File: src/rtl/timer_pkg.sv
// rtl/timer_pkg.sv - shared types and BCD limits for the irrigation timer
package timer_pkg;

  typedef enum logic [1:0] {
    IDLE    = 2'd0,
    RUNNING = 2'd1,
    PAUSED  = 2'd2,
    DONE    = 2'd3
  } state_t;

  localparam int DIGIT_W = 4;

  localparam logic [DIGIT_W-1:0] SEC_UNITS_MAX = 4'd9;
  localparam logic [DIGIT_W-1:0] SEC_TENS_MAX  = 4'd5;
  localparam logic [DIGIT_W-1:0] MIN_UNITS_MAX = 4'd9;
  localparam logic [DIGIT_W-1:0] MIN_TENS_MAX  = 4'd9;

  // A preset is loadable only as well-formed, non-zero MM:SS BCD.
  function automatic logic preset_valid(input logic [15:0] p);
    return (p[15:12] <= MIN_TENS_MAX) && (p[11:8] <= MIN_UNITS_MAX) &&
           (p[7:4] <= SEC_TENS_MAX) && (p[3:0] <= SEC_UNITS_MAX) &&
           (p != 16'h0000);
  endfunction

endpackage

File: src/rtl/bcd_digit_down.sv
// rtl/bcd_digit_down.sv - one loadable BCD down-counting digit with borrow out
module bcd_digit_down
  import timer_pkg::*;
#(
  parameter logic [DIGIT_W-1:0] MAX = 4'd9
) (
  input  logic               clock,
  input  logic               reset,
  input  logic               load,
  input  logic [DIGIT_W-1:0] load_value,
  input  logic               enable,
  input  logic               borrow_in,
  output logic [DIGIT_W-1:0] value,
  output logic               borrow_out
);

  logic dec;

  assign dec        = enable & borrow_in;
  assign borrow_out = dec & (value == '0);

  always_ff @(posedge clock) begin
    if (reset) begin
      value <= '0;
    end else if (load) begin
      value <= load_value;
    end else if (dec) begin
      value <= (value == '0) ? MAX : value - 4'd1;
    end
  end

endmodule

File: src/rtl/irrigation_timer_sequencer.sv
// rtl/irrigation_timer_sequencer.sv - MM:SS countdown with prescaler and control FSM
module irrigation_timer_sequencer
  import timer_pkg::*;
#(
  parameter int PRESCALE = 50_000_000
) (
  input  logic        clock,
  input  logic        reset,
  input  logic        start,
  input  logic        pause,
  input  logic        stop,
  input  logic [15:0] preset,
  output logic [15:0] digits,
  output logic        running,
  output logic        paused,
  output logic        valve_on,
  output logic        done,
  output logic        load_error
);

  localparam int PW = (PRESCALE > 1) ? $clog2(PRESCALE) : 1;
  localparam logic [PW-1:0] LAST = PW'(PRESCALE - 1);

  state_t        state, state_next;
  logic [PW-1:0] presc, presc_next;
  logic          load_error_next;
  logic          tick;
  logic          load;
  logic [15:0]   load_value;
  logic          su_borrow, st_borrow, mu_borrow, mt_borrow;

  // A tick only happens when nothing of higher priority is asserted.
  assign tick = (state == RUNNING) && !stop && !pause && (presc == LAST);

  always_ff @(posedge clock) begin
    if (reset) begin
      state      <= IDLE;
      presc      <= '0;
      load_error <= 1'b0;
    end else begin
      state      <= state_next;
      presc      <= presc_next;
      load_error <= load_error_next;
    end
  end

  always_comb begin
    state_next      = state;
    presc_next      = presc;
    load            = 1'b0;
    load_value      = 16'h0000;
    load_error_next = 1'b0;
    if (stop) begin
      state_next = IDLE;
      presc_next = '0;
      load       = 1'b1;
    end else begin
      case (state)
        IDLE: begin
          if (!pause && start) begin
            if (preset_valid(preset)) begin
              state_next = RUNNING;
              presc_next = '0;
              load       = 1'b1;
              load_value = preset;
            end else begin
              load_error_next = 1'b1;
            end
          end
        end
        RUNNING: begin
          if (pause) begin
            state_next = PAUSED;
          end else if (tick) begin
            presc_next = '0;
            // 00:01 is the last value before zero; the min-tens borrow is a backstop.
            if (digits == 16'h0001 || mt_borrow) state_next = DONE;
          end else begin
            presc_next = presc + PW'(1);
          end
        end
        PAUSED: begin
          if (!pause && start) state_next = RUNNING;
        end
        DONE: begin
          state_next = IDLE;
        end
        default: begin
          state_next = IDLE;
        end
      endcase
    end
  end

  bcd_digit_down #(.MAX(SEC_UNITS_MAX)) u_sec_units (
    .clock      (clock),
    .reset      (reset),
    .load       (load),
    .load_value (load_value[3:0]),
    .enable     (tick),
    .borrow_in  (1'b1),
    .value      (digits[3:0]),
    .borrow_out (su_borrow)
  );

  bcd_digit_down #(.MAX(SEC_TENS_MAX)) u_sec_tens (
    .clock      (clock),
    .reset      (reset),
    .load       (load),
    .load_value (load_value[7:4]),
    .enable     (tick),
    .borrow_in  (su_borrow),
    .value      (digits[7:4]),
    .borrow_out (st_borrow)
  );

  bcd_digit_down #(.MAX(MIN_UNITS_MAX)) u_min_units (
    .clock      (clock),
    .reset      (reset),
    .load       (load),
    .load_value (load_value[11:8]),
    .enable     (tick),
    .borrow_in  (st_borrow),
    .value      (digits[11:8]),
    .borrow_out (mu_borrow)
  );

  bcd_digit_down #(.MAX(MIN_TENS_MAX)) u_min_tens (
    .clock      (clock),
    .reset      (reset),
    .load       (load),
    .load_value (load_value[15:12]),
    .enable     (tick),
    .borrow_in  (mu_borrow),
    .value      (digits[15:12]),
    .borrow_out (mt_borrow)
  );

  assign running  = (state == RUNNING);
  assign paused   = (state == PAUSED);
  assign valve_on = (state == RUNNING);
  assign done     = (state == DONE);

endmodule

File: config.mk
export PLATFORM = sky130hd
export DESIGN_NAME = irrigation_timer_sequencer
export DESIGN_NICKNAME = d
export VERILOG_FILES = /design/src/rtl/timer_pkg.sv /design/src/rtl/bcd_digit_down.sv /design/src/rtl/irrigation_timer_sequencer.sv
export SDC_FILE = /design/constraint.sdc
export NUM_CORES = 1
export LEC_CHECK = 0
export BUFFER_PORTS_ARGS = -buffer_cell sky130_fd_sc_hd__buf_2
export CAP_MARGIN = 20
export CORE_UTILIZATION = 51
export DETAILED_ROUTE_END_ITERATION = 12
export MAX_ROUTING_LAYER = met4
export PLACE_DENSITY = 0.8
export SKIP_CTS_REPAIR_TIMING = 1
export SLEW_MARGIN = 20
export SYNTH_ARGS = -nofsm -noshare
export SYNTH_HDL_FRONTEND = slang
export SYNTH_SLANG_ARGS = --single-unit
export TNS_END_PERCENT = 20
File: constraint.sdc
create_clock -name clock -period 2.4 [get_ports clock]
set_clock_uncertainty 0.15 [all_clocks]
set_input_delay 0.36 -clock clock [delete_from_list [all_inputs] [get_ports clock]]
set_output_delay 0.36 -clock clock [all_outputs]
set_load 0.1 [all_outputs]
# After elaboration in Yosys (flattened, before gate mapping)
# Index checks and enable logic that the tools add are counted.
dict set report word_totals {
  reg_bits 45
  latch_bits 0
  ram_bits 0
  mem_bits_ro 0
  in_bits 21
  out_inout_bits 21
  word_cells 95
  memories 0
}
dict set report op_classes {
  addsub 5
  mul 0
  div 0
  magnitude_cmp 4
  n_eq_ne 11
  n_shift 0
  mux 33
  bitwise 9
  n_reduce_logical 26
}
# operator n
set ops {}
lappend ops {{26-bit 2-to-1 mux} 4}
lappend ops {{16-bit 2-to-1 mux} 4}
lappend ops {{26-bit case mux with 2 select lines} 1}
lappend ops {{4-bit 2-to-1 mux} 12}
lappend ops {{26-bit by 1-bit adder with 26-bit output (second input constant)} 1}
lappend ops {{26-bit == test (second input constant)} 1}
lappend ops {{16-bit by 1-bit == test with 1-bit output (second input constant)} 1}
lappend ops {{4-bit zero test} 4}
lappend ops {{16-bit nonzero test} 1}
lappend ops {{4-bit by 1-bit subtractor with 4-bit output (second input constant)} 4}
lappend ops {{4-bit <= comparator (second input constant)} 3}
lappend ops {{2-bit 2-to-1 mux} 6}
lappend ops {{2-bit nonzero test} 5}
lappend ops {{1-bit logical AND} 8}
lappend ops {{2-bit case mux with 4 select lines} 1}
lappend ops {{1-bit bitwise AND} 7}
lappend ops {{2-bit != test (second input constant)} 3}
lappend ops {{3-bit by 2-bit != test with 1-bit output (second input constant)} 2}
lappend ops {{1-bit 2-to-1 mux} 5}
lappend ops {{5-bit AND reduction} 1}
lappend ops {{2-bit == test (second input constant)} 2}
lappend ops {{4-bit by 3-bit <= comparator with 1-bit output (second input constant)} 1}
lappend ops {{4-bit AND reduction} 1}
lappend ops {{4-bit OR reduction} 1}
lappend ops {{other kinds (7)} 9}

# Logic depth before layout (Yosys ltp)
# Gate-level depths: netlist of run 1.
dict set report logic_depth {
  ltp_word 16
  mapped_depth 8
  depth_no_buf 7
}

# By module
# Synthesis of run 1 repeated with hierarchy kept, for this count alone.
dict set report unflattened {
  cells_unflattened 339
  area_unflattened_um2 2745.1
}
# module n_inst cells_per_inst area_each_um2 seq_area_each_um2
set by_module_without_submodules {}
lappend by_module_without_submodules {irrigation_timer_sequencer 1 241 1885.6 580.6}
lappend by_module_without_submodules {{bcd_digit_down (u_min_tens ...)} 3 25 219.0 80.1}
lappend by_module_without_submodules {{bcd_digit_down (u_sec_tens)} 1 23 202.7 80.1}

# Least setup slack after synthesis of run 1
# No wires, ideal clock.
dict set report synth_timing {
  kind {reg-to-reg}
  start {register state[0]}
  end {register presc[20]}
  setup_time_ns 0.070
  arrival_time_ns 3.185
  t_required_ns 2.180
  slack_ns -1.004
  path_stages_with_launch 8
  path_buffers 1
  synth_period_minus_slack_ns 3.404
  path_cell_list {dfxtp_1 > nor2b_1 > nand2b_1 > o31ai_1 > buf_2 > nand3_1 > or3_1 > a21oi_1}
}
dict set report synth_between {
  elab_chain_cells 7
  word_cells_on_any_way 13
  classes_between {eq/ne (4); mux (3); reduce/logical (6)}
}
# item line_no
set synth_rtl {}
lappend synth_rtl {{start, declared} irrigation_timer_sequencer.sv:24} ;# state_t state, state_next;
lappend synth_rtl {{start signal, assigned} irrigation_timer_sequencer.sv:41} ;# state <= state_next;
lappend synth_rtl {{2-bit by 1-bit == test with 1-bit output (*)} --}
lappend synth_rtl {{net running} irrigation_timer_sequencer.sv:14} ;# output logic running,
lappend synth_rtl {{1-bit logical AND (3 in a row)} irrigation_timer_sequencer.sv:33} ;# assign tick = (state == RUNNING) && !stop && !pause && (presc == LAST);
lappend synth_rtl {{26-bit 2-to-1 mux} irrigation_timer_sequencer.sv:74} ;# end else if (tick) begin
lappend synth_rtl {{26-bit 2-to-1 mux} irrigation_timer_sequencer.sv:72} ;# if (pause) begin
lappend synth_rtl {{26-bit case mux with 2 select lines} irrigation_timer_sequencer.sv:58} ;# case (state)
lappend synth_rtl {{end signal, assigned} irrigation_timer_sequencer.sv:42} ;# presc <= presc_next;
lappend synth_rtl {{end, declared} irrigation_timer_sequencer.sv:25} ;# logic [PW-1:0] presc, presc_next;
# The timed path passes the listed nets; every way through them passes the cells marked *. The select of a mux whose other input is x is not followed.
# A chain may end at the register's enable or synchronous reset.

# Worst setup path in the final report of run 1
dict set report layout_timing {
  start {register presc[0]}
  end {register u_sec_units.value[0]}
}
dict set report layout_between {
  elab_chain_cells 3
}
# item line_no
set layout_rtl {}
lappend layout_rtl {{26-bit == test} irrigation_timer_sequencer.sv:33}
lappend layout_rtl {{1-bit logical AND} irrigation_timer_sequencer.sv:33}
lappend layout_rtl {{2-bit nonzero test (no source line)} --}
lappend layout_rtl {{end signal, assigned} bcd_digit_down.sv:26} ;# value <= load_value;
lappend layout_rtl {{end signal, assigned} bcd_digit_down.sv:28} ;# value <= (value == '0) ? MAX : value - 4'd1;
lappend layout_rtl {{end, declared} bcd_digit_down.sv:13} ;# output logic [DIGIT_W-1:0] value,
# Every way passes these cells.

==> results_dict.tcl, run 1 <==
set metrics [dict create \
    multi_input_area_mm2 0.00155 \
    setup_viol 0 \
    die_area_mm2 0.00518 \
    cts_tree "yes" \
    synth-async-reset-ratio_pct 0 \
    layout-drive-gt1-share_pct 26.9 \
    postPlaceCellArea_mm2 0.00288 \
    final_common_cell "dfxtp_1" \
    clk_latency_ns 0.31 \
    wl_per_cell_um 15.1 \
    synth_edf_count 0 \
    antennaDiodeCount 0 \
    antenna_found_initial 0 \
    power.share.combinational_pct 8.9 \
    p_int_mw 1.11 \
    synthCells 304 \
    core_area_mm2 0.00472 \
    relSlewSlack_pct 67.1 \
    sw_frac_of_total_pct 24.3 \
    status "completed" \
    slowest_stage "or4_4" \
    rr_worst_depth 7 \
    final_core_util_pct 64.8 \
    synth_warnings 0 \
    htree_levels 2 \
    synthTopCellsByArea "dfxtp_1 (36%), nor2_1 (5.4%), xor2_1 (5.3%), a21oi_1 (4.8%), o21ai_0 (4.6%)" \
    numClockSinks 45 \
    wl_um 6460 \
    grt_use_total_pct 25.6 \
    clkPwrFrac_pct 39.9 \
    grt_max_degree 24 \
    die_x_um 72.0 \
    cp.depth 7 \
    start_util_pct 52.9 \
    crit_family "simple AND/OR/NAND/NOR gates" \
    drt_iter0_drc 167 \
    power_frac_seq_pct 51.3 \
    area_growth_pct 22.5 \
    clk_path_buf_depth 2 \
    post-route-period-util_pct 98.9 \
    worstPathRequired_ns 2.45 \
    synth_top_area_share_pct 36.1 \
    synth.distinct_cells 58 \
    ys_seq_area_share_pct 36.1 \
    hpwlAfterDp_um 4590 \
    synth_fp_nets 326 \
    hold_path.class "input pin to flop" \
    syn_area_mm2 0.00250 \
    rsz0062_at_grt "yes" \
    p_sw_mw 0.356 \
    layoutNonFillerInstCount 428 \
    worstMarginPinSlew_ns 0.492 \
    hold_depth 2 \
    place.gp.congestion 0.894 \
    hold_viol_final 0 \
    vias_per_cell 5.98 \
    die_h_um 72.0 \
    grt_pass1_wl_um 10100 \
    top_level_ports 42 \
    critPathKind "flop to flop" \
    p_leak_nw 1.11 \
    cts-buffers-inserted 5 \
    min_period_ns 2.37 \
    final_area_mm2 0.00306 \
    vias 2559 \
    io_buffer_count 41 \
    cts-root-buf "clkbuf_8" \
    startpoint_type "flop" \
    synth_top_area_cell "dfxtp_1" \
    final_cell_mix "dfxtp_1 (43), buf_2 (41), nor2_1 (36)" \
    cp.buffers_inverters 0 \
    antenna_left 0 \
    grt_pass1_vias 2281 \
    cts.reportedPaths.clkPinSlew_ns 0.09 \
    grt_overflow 0 \
    cp_cell_sequence "ha_4 > nand3_2 > or4_4 > o31ai_4 > nand2_2 > a222oi_1 > nor2_1" \
    regArea_um2 906 \
    critPathMaxStageDelay_ns 0.61 \
    fin_nets 382 \
    end_kind "flop" \
    drt_pass1_iterations 5 \
    fp-row-count 25 \
    fillers 389 \
    critical_path_peak_fanout 6 \
    placed_cells 417 \
    ir_drop_v 0.000263 \
    maxCapViolCount 0 \
    powerDensity_mw_per_mm2 478 \
    clock.fmax_mhz 421 \
    synth_flop_cell "dfxtp_1" \
    slew_violations 0 \
    critPathArrivalTime_ns 2.42 \
    synth_seq_cells 45 \
    drcViolationCount 0 \
    synth_area_per_cell_um2 8.22 \
]
## stage by stage
step	power [mW]	setup TNS (ns)	setup WS, ns	hold slack [ns]
floorplan	0.839	-0.203	-0.203	0.293
global placement	0.889	0	0.0840	0.319
detailed placement	0.889	0	0.0241	0.323
CTS	1.45	0	0.00784	0.136
global route	1.51	-0.0349	-0.00811	0.153
finish	1.46	0	0.0259	0.141
## metal layers
layer | part of all wire, % | GRT usage [%]
met4 | 1.3 | 9.59
met1 | 43 | 31.9
met5 | 0 | -
met2 | 49 | 41.2
met3 | 6.2 | 5.28
## cells in the mapped netlist, types with 2 or more instances
master and instances:
o21ai_0 23, nand3_2 3, nand2_2 2, nor2_1 36, nand4_1 16, a21oi_1 24
buf_2 3, nor3b_1 2, or4_4 2, inv_1 3, nand2_1 27, xnor2_1 3
a31oi_1 7, clkbuf_1 4, nor2b_1 3, or2_2 3, and3_1 4, o31ai_1 2
dfxtp_1 45, nand3_1 10, nor3_1 9, nor4_4 2, and4_1 2, nor4_1 7
a22oi_1 2, buf_4 4, xor2_1 15, or3_1 9, o211ai_1 3
## final timing paths
check             startpoint                    to  slack [ns]
setup / recovery    presc[0]  u_sec_units.value[0]        0.03
hold / removal         pause              state[0]        0.14
setup reg to reg    presc[0]  u_sec_units.value[0]        0.03
hold reg to reg    presc[15]             presc[15]        0.34
## registers in the layout, summed over array words and instances (netlist names)
| signal | count |
|---|---|
| load_error | 1 |
| presc | 26 |
| state | 2 |
| u_min_tens.value | 4 |
| u_min_units.value | 4 |
| u_sec_tens.value | 4 |
| u_sec_units.value | 4 |
## cells by family (layout without fill, tap and decap cells)
kind of cell	after synthesis	after routing	share of synthesized area [%]
AO/OA/AOI/OAI	73	73	18.7
XOR/XNOR	18	18	6.31
adder cells (fa/ha/maj)	1	1	0.501
buffers and inverters	16	73	3.46
AND/OR/NAND/NOR	151	151	35.0
flip-flops	45	45	36.1
## power groups by stage
stage | Combinational [mW] | Sequential (mW) | Clock (mW)
floorplan | 0.0500 | 0.789 | 0
global placement | 0.120 | 0.769 | 0
detailed placement | 0.121 | 0.769 | 0
CTS | 0.121 | 0.751 | 0.580
global route | 0.138 | 0.751 | 0.617
finish | 0.130 | 0.750 | 0.583
## layout make-up
type	instances	share of cell area, %
multi-input cells	243	50.5
flip-flops and latches	45	29.6
repair buffers	61	13.0
well taps	67	2.74
clock buffers	6	2.37
clock inverters	2	1.27
inverters	4	0.491
Note: power is estimated with default switching activity, not from simulation.
==> run 2: changes to the inputs <==
- CORE_ASPECT_RATIO: unset -> 0.9
- GPL_TIMING_DRIVEN: unset -> 0
==> results_dict.tcl, run 2 (synthesis results as in run 1) <==
set metrics [dict create \
    wl_per_cell_um 15.1 \
    hpwlAfterDp_um 4620 \
    vias_per_cell 6.03 \
    die_h_um 68.4 \
    cts-root-buf "clkbuf_8" \
    fp-row-count 23 \
    place.gp.congestion 0.860 \
    hold_viol_final 0 \
    hold_depth 2 \
    drt-met1-wl_um 3130 \
    die_x_um 75.8 \
    grt_max_degree 13 \
    io_buffer_count 41 \
    clk_path_buf_depth 2 \
    numClockSinks 45 \
    cts.reportedPaths.clkPinSlew_ns 0.08 \
    fin_ws_ns 0.0140 \
    top_layer_used "met4" \
    powerDensity_mw_per_mm2 448 \
    fin_nets 381 \
    final_cell_mix "buf_2 (43), dfxtp_1 (43), nor2_1 (36)" \
    grt_pass1_wl_um 9610 \
    worstPathRequired_ns 2.48 \
    ir_drop_v 0.000288 \
    status "completed" \
    grt_overflow 0 \
    setup_viol 0 \
    start_util_pct 54.6 \
    p_leak_nw 1.07 \
    area_growth_pct 20.6 \
    die_area_mm2 0.00518 \
    htree_levels 2 \
    critical_path_peak_fanout 4 \
    met3_length_um 382 \
    grt_use_total_pct 25.5 \
    largest_register_ffs 26 \
    regMostFlops "presc" \
    top_level_ports 42 \
    antennaDiodeCount 0 \
    antenna_found_initial 0 \
    maxCapViolCount 0 \
    worstMarginPinSlew_ns 0.682 \
    clk_latency_ns 0.30 \
    rr_worst_depth 7 \
    critPathKind "flop to flop" \
    antenna_left 0 \
    drt_pass1_iterations 5 \
    grt_pass1_vias 1981 \
    wl_met2_um 2740 \
    layout-drive-gt1-share_pct 26.7 \
    post-route-period-util_pct 99.4 \
    cts-buffers-inserted 5 \
    drcViolationCount 0 \
    relSlewSlack_pct 54.3 \
    vias 2539 \
    end_kind "flop" \
    critPathArrivalTime_ns 2.47 \
    rsz0062_at_grt "yes" \
    final_core_util_pct 65.8 \
    drt_iter0_drc 203 \
    min_period_ns 2.39 \
    cts_tree "yes" \
    clock.fmax_mhz 419 \
    slew_violations 0 \
    startpoint_type "flop" \
    dp_slack_ns -0.232 \
    core_area_mm2 0.00458 \
    wl_um 6340 \
    hold_path.class "input pin to flop" \
]
run 2: final cells by class:
| cell class | count | area (um2) |
|---|---|---|
| inverters | 4 | 15.0 |
| well taps | 62 | 77.6 |
| fillers | 374 | 1560 |
| flip-flops and latches | 45 | 908 |
| repair buffers | 48 | 258 |
| clock buffers | 7 | 86.3 |
| plain buffers | 12 | 88.8 |
| multi-input cells | 243 | 1580 |
run 2: worst max-delay path: stages (launching register included):
cell     delay, ns
dfxtp_4       0.37
ha_4          0.15
nand3_4       0.08
or4_4         0.62
nor3_4        0.22
nand4_1       0.21
or3_1         0.40
a31oi_1       0.13
run 2: final timing paths:
| path | start | to | slack [ns] |
|---|---|---|---|
| min reg2reg | u_min_tens.value[1] | u_min_tens.value[1] | 0.34 |
| max reg2reg | presc[1] | u_min_units.value[1] | 0.01 |
| min | pause | state[0] | 0.15 |
| max | presc[1] | u_min_units.value[1] | 0.01 |
run 2: routing by layer:
layer / track usage (%) / vias to the layer above
met5: - / -
met2: 34.3 / 95
met4: 7.64 / 0
li1: - / 1235
met3: 4.57 / 8
met1: 38.1 / 1201
run 2: power by group:
part           internal [mW]  leakage [nW]  switching [mW]
sequential             0.747         0.364         0.00346
clock                  0.229        0.0443           0.247
combinational         0.0419         0.659          0.0813
total                   1.02          1.07           0.331
run 2: through the flow:
stage | instance area [um2] | TNS (ns) | hold slack, ns | total power [mW] | instances
after floorplan | 2500 | -0.203 | 0.293 | 0.839 | 304
after global placement | 2790 | -2.82 | 0.314 | 0.881 | 407
after detailed placement | 2790 | -3.73 | 0.332 | 0.882 | 407
after CTS | 2870 | -3.31 | 0.136 | 1.35 | 414
after global routing | 3010 | -0.249 | 0.154 | 1.39 | 421
final | 3010 | 0 | 0.154 | 1.35 | 421
==> run 3: changes to the inputs <==
- RECOVER_POWER: unset -> 50
==> results_dict.tcl, run 3 (synthesis results as in run 1) <==
set metrics [dict create \
    status "completed" \
    r2r_setup_slack_ns 0.006 \
    rsz0062_at_grt "yes" \
    grt_use_total_pct 25.5 \
    drt_iter0_drc 213 \
    grt_pass1_wl_um 9610 \
    clk_latency_ns 0.30 \
    final_common_cell "dfxtp_1" \
    r2r_end "u_min_units.value[1]" \
    critPathArrivalTime_ns 2.47 \
    critPathKind "flop to flop" \
    clock.fmax_mhz 418 \
    total_power_mw 1.35 \
    ir_drop_v 0.000287 \
    antenna_left 0 \
    powerDensity_mw_per_mm2 450 \
    cts.reportedPaths.clkPinSlew_ns 0.09 \
    die_h_um 68.4 \
    relSlewSlack_pct 22.9 \
    fin_nets 381 \
    worstMarginPinSlew_ns 1.16 \
    fin_tns_setup_ns 0 \
    place.gp.congestion 0.860 \
    final_cell_mix "dfxtp_1 (43), nor2_1 (36), nand2_1 (27)" \
    numClockSinks 45 \
    regToRegStartpoint "presc[1]" \
    top_level_ports 42 \
    maxCapViolCount 0 \
    htree_levels 2 \
    startpoint_type "flop" \
    end_kind "flop" \
    die_area_mm2 0.00518 \
    cts-buffers-inserted 5 \
    slew_violations 0 \
    vias 2526 \
    layoutNonFillerInstCount 421 \
    start_util_pct 54.6 \
    worstPathRequired_ns 2.48 \
    p_leak_nw 1.00 \
    clk_path_buf_depth 2 \
    critical_path_peak_fanout 4 \
    crit_start "presc[1]" \
    cts_tree "yes" \
    grt_max_degree 13 \
    area_growth_pct 19.8 \
    fin_ws_ns 0.00624 \
    fp-row-count 23 \
    wl_um 6330 \
    hold_depth 2 \
    die_x_um 75.8 \
    placed_cells 407 \
    min_period_ns 2.39 \
    cts-root-buf "clkbuf_8" \
    post-route-period-util_pct 99.7 \
    largest_register_ffs 26 \
    core_area_mm2 0.00458 \
    layout-drive-gt1-share_pct 22.8 \
    io_buffer_count 41 \
    hold_viol_final 0 \
    drt_pass1_iterations 5 \
    regMostFlops "presc" \
    antenna_found_initial 0 \
    rr_worst_depth 7 \
    hold_path.class "input pin to flop" \
    hold_ws_ns 0.155 \
    dp_slack_ns -0.232 \
    drcViolationCount 0 \
    vias_per_cell 6.00 \
    antennaDiodeCount 0 \
    setup_viol 0 \
    wl_per_cell_um 15.0 \
    grt_overflow 0 \
    hpwlAfterDp_um 4620 \
    crit_end "u_min_units.value[1]" \
    grt_pass1_vias 1981 \
]
==> run 3: area by class of cell <==
| type | count | area [um2] |
|---|---|---|
| fillers | 379 | 1580 |
| multi-input cells | 243 | 1570 |
| flip-flops and latches | 45 | 908 |
| repair buffers | 48 | 241 |
| plain buffers | 12 | 88.8 |
| clock buffers | 7 | 86.3 |
| well taps | 62 | 77.6 |
| inverters | 4 | 15.0 |
==> run 3: worst min path at each step <==
stage                     endpoint                start  slack, ns
4_1_cts                   state[0]                pause       0.14
5_1_grt                   state[0]                pause       0.15
6_report                  state[0]                pause       0.16
3_5_place_dp   u_min_tens.value[1]  u_min_tens.value[1]       0.33
3_3_place_gp             presc[25]            presc[25]       0.31
2_1_floorplan             state[0]                pause       0.29
==> run 3: worst max-delay path: stages (launching register included) <==
cell,delay [ns]
dfxtp_4,0.37
ha_4,0.15
nand3_4,0.08
or4_4,0.62
nor3_4,0.22
nand4_1,0.21
or3_1,0.40
a31oi_1,0.13
==> run 3: per-layer routing <==
metal / GRT usage (%) / vias to the layer above / wire length [um]
met5: - / - / 0
met4: 7.64 / 0 / 75
met3: 4.57 / 6 / 404
met2: 34.3 / 99 / 2740
met1: 38.1 / 1183 / 3110
li1: - / 1238 / -
==> run 3: metrics by stage <==
step	cell area, um2	util (%)
detailed placement	2790	60.9
floorplan	2500	-
global placement	2790	60.9
finish	2990	65.4
CTS	2870	62.8
global route	2990	65.4
==> run 3: power by group <==
part           total [mW]  internal [mW]  switching [mW]
Clock               0.474          0.229           0.246
Combinational       0.121         0.0400          0.0807
Sequential          0.750          0.747         0.00355
Total                1.35           1.02           0.330
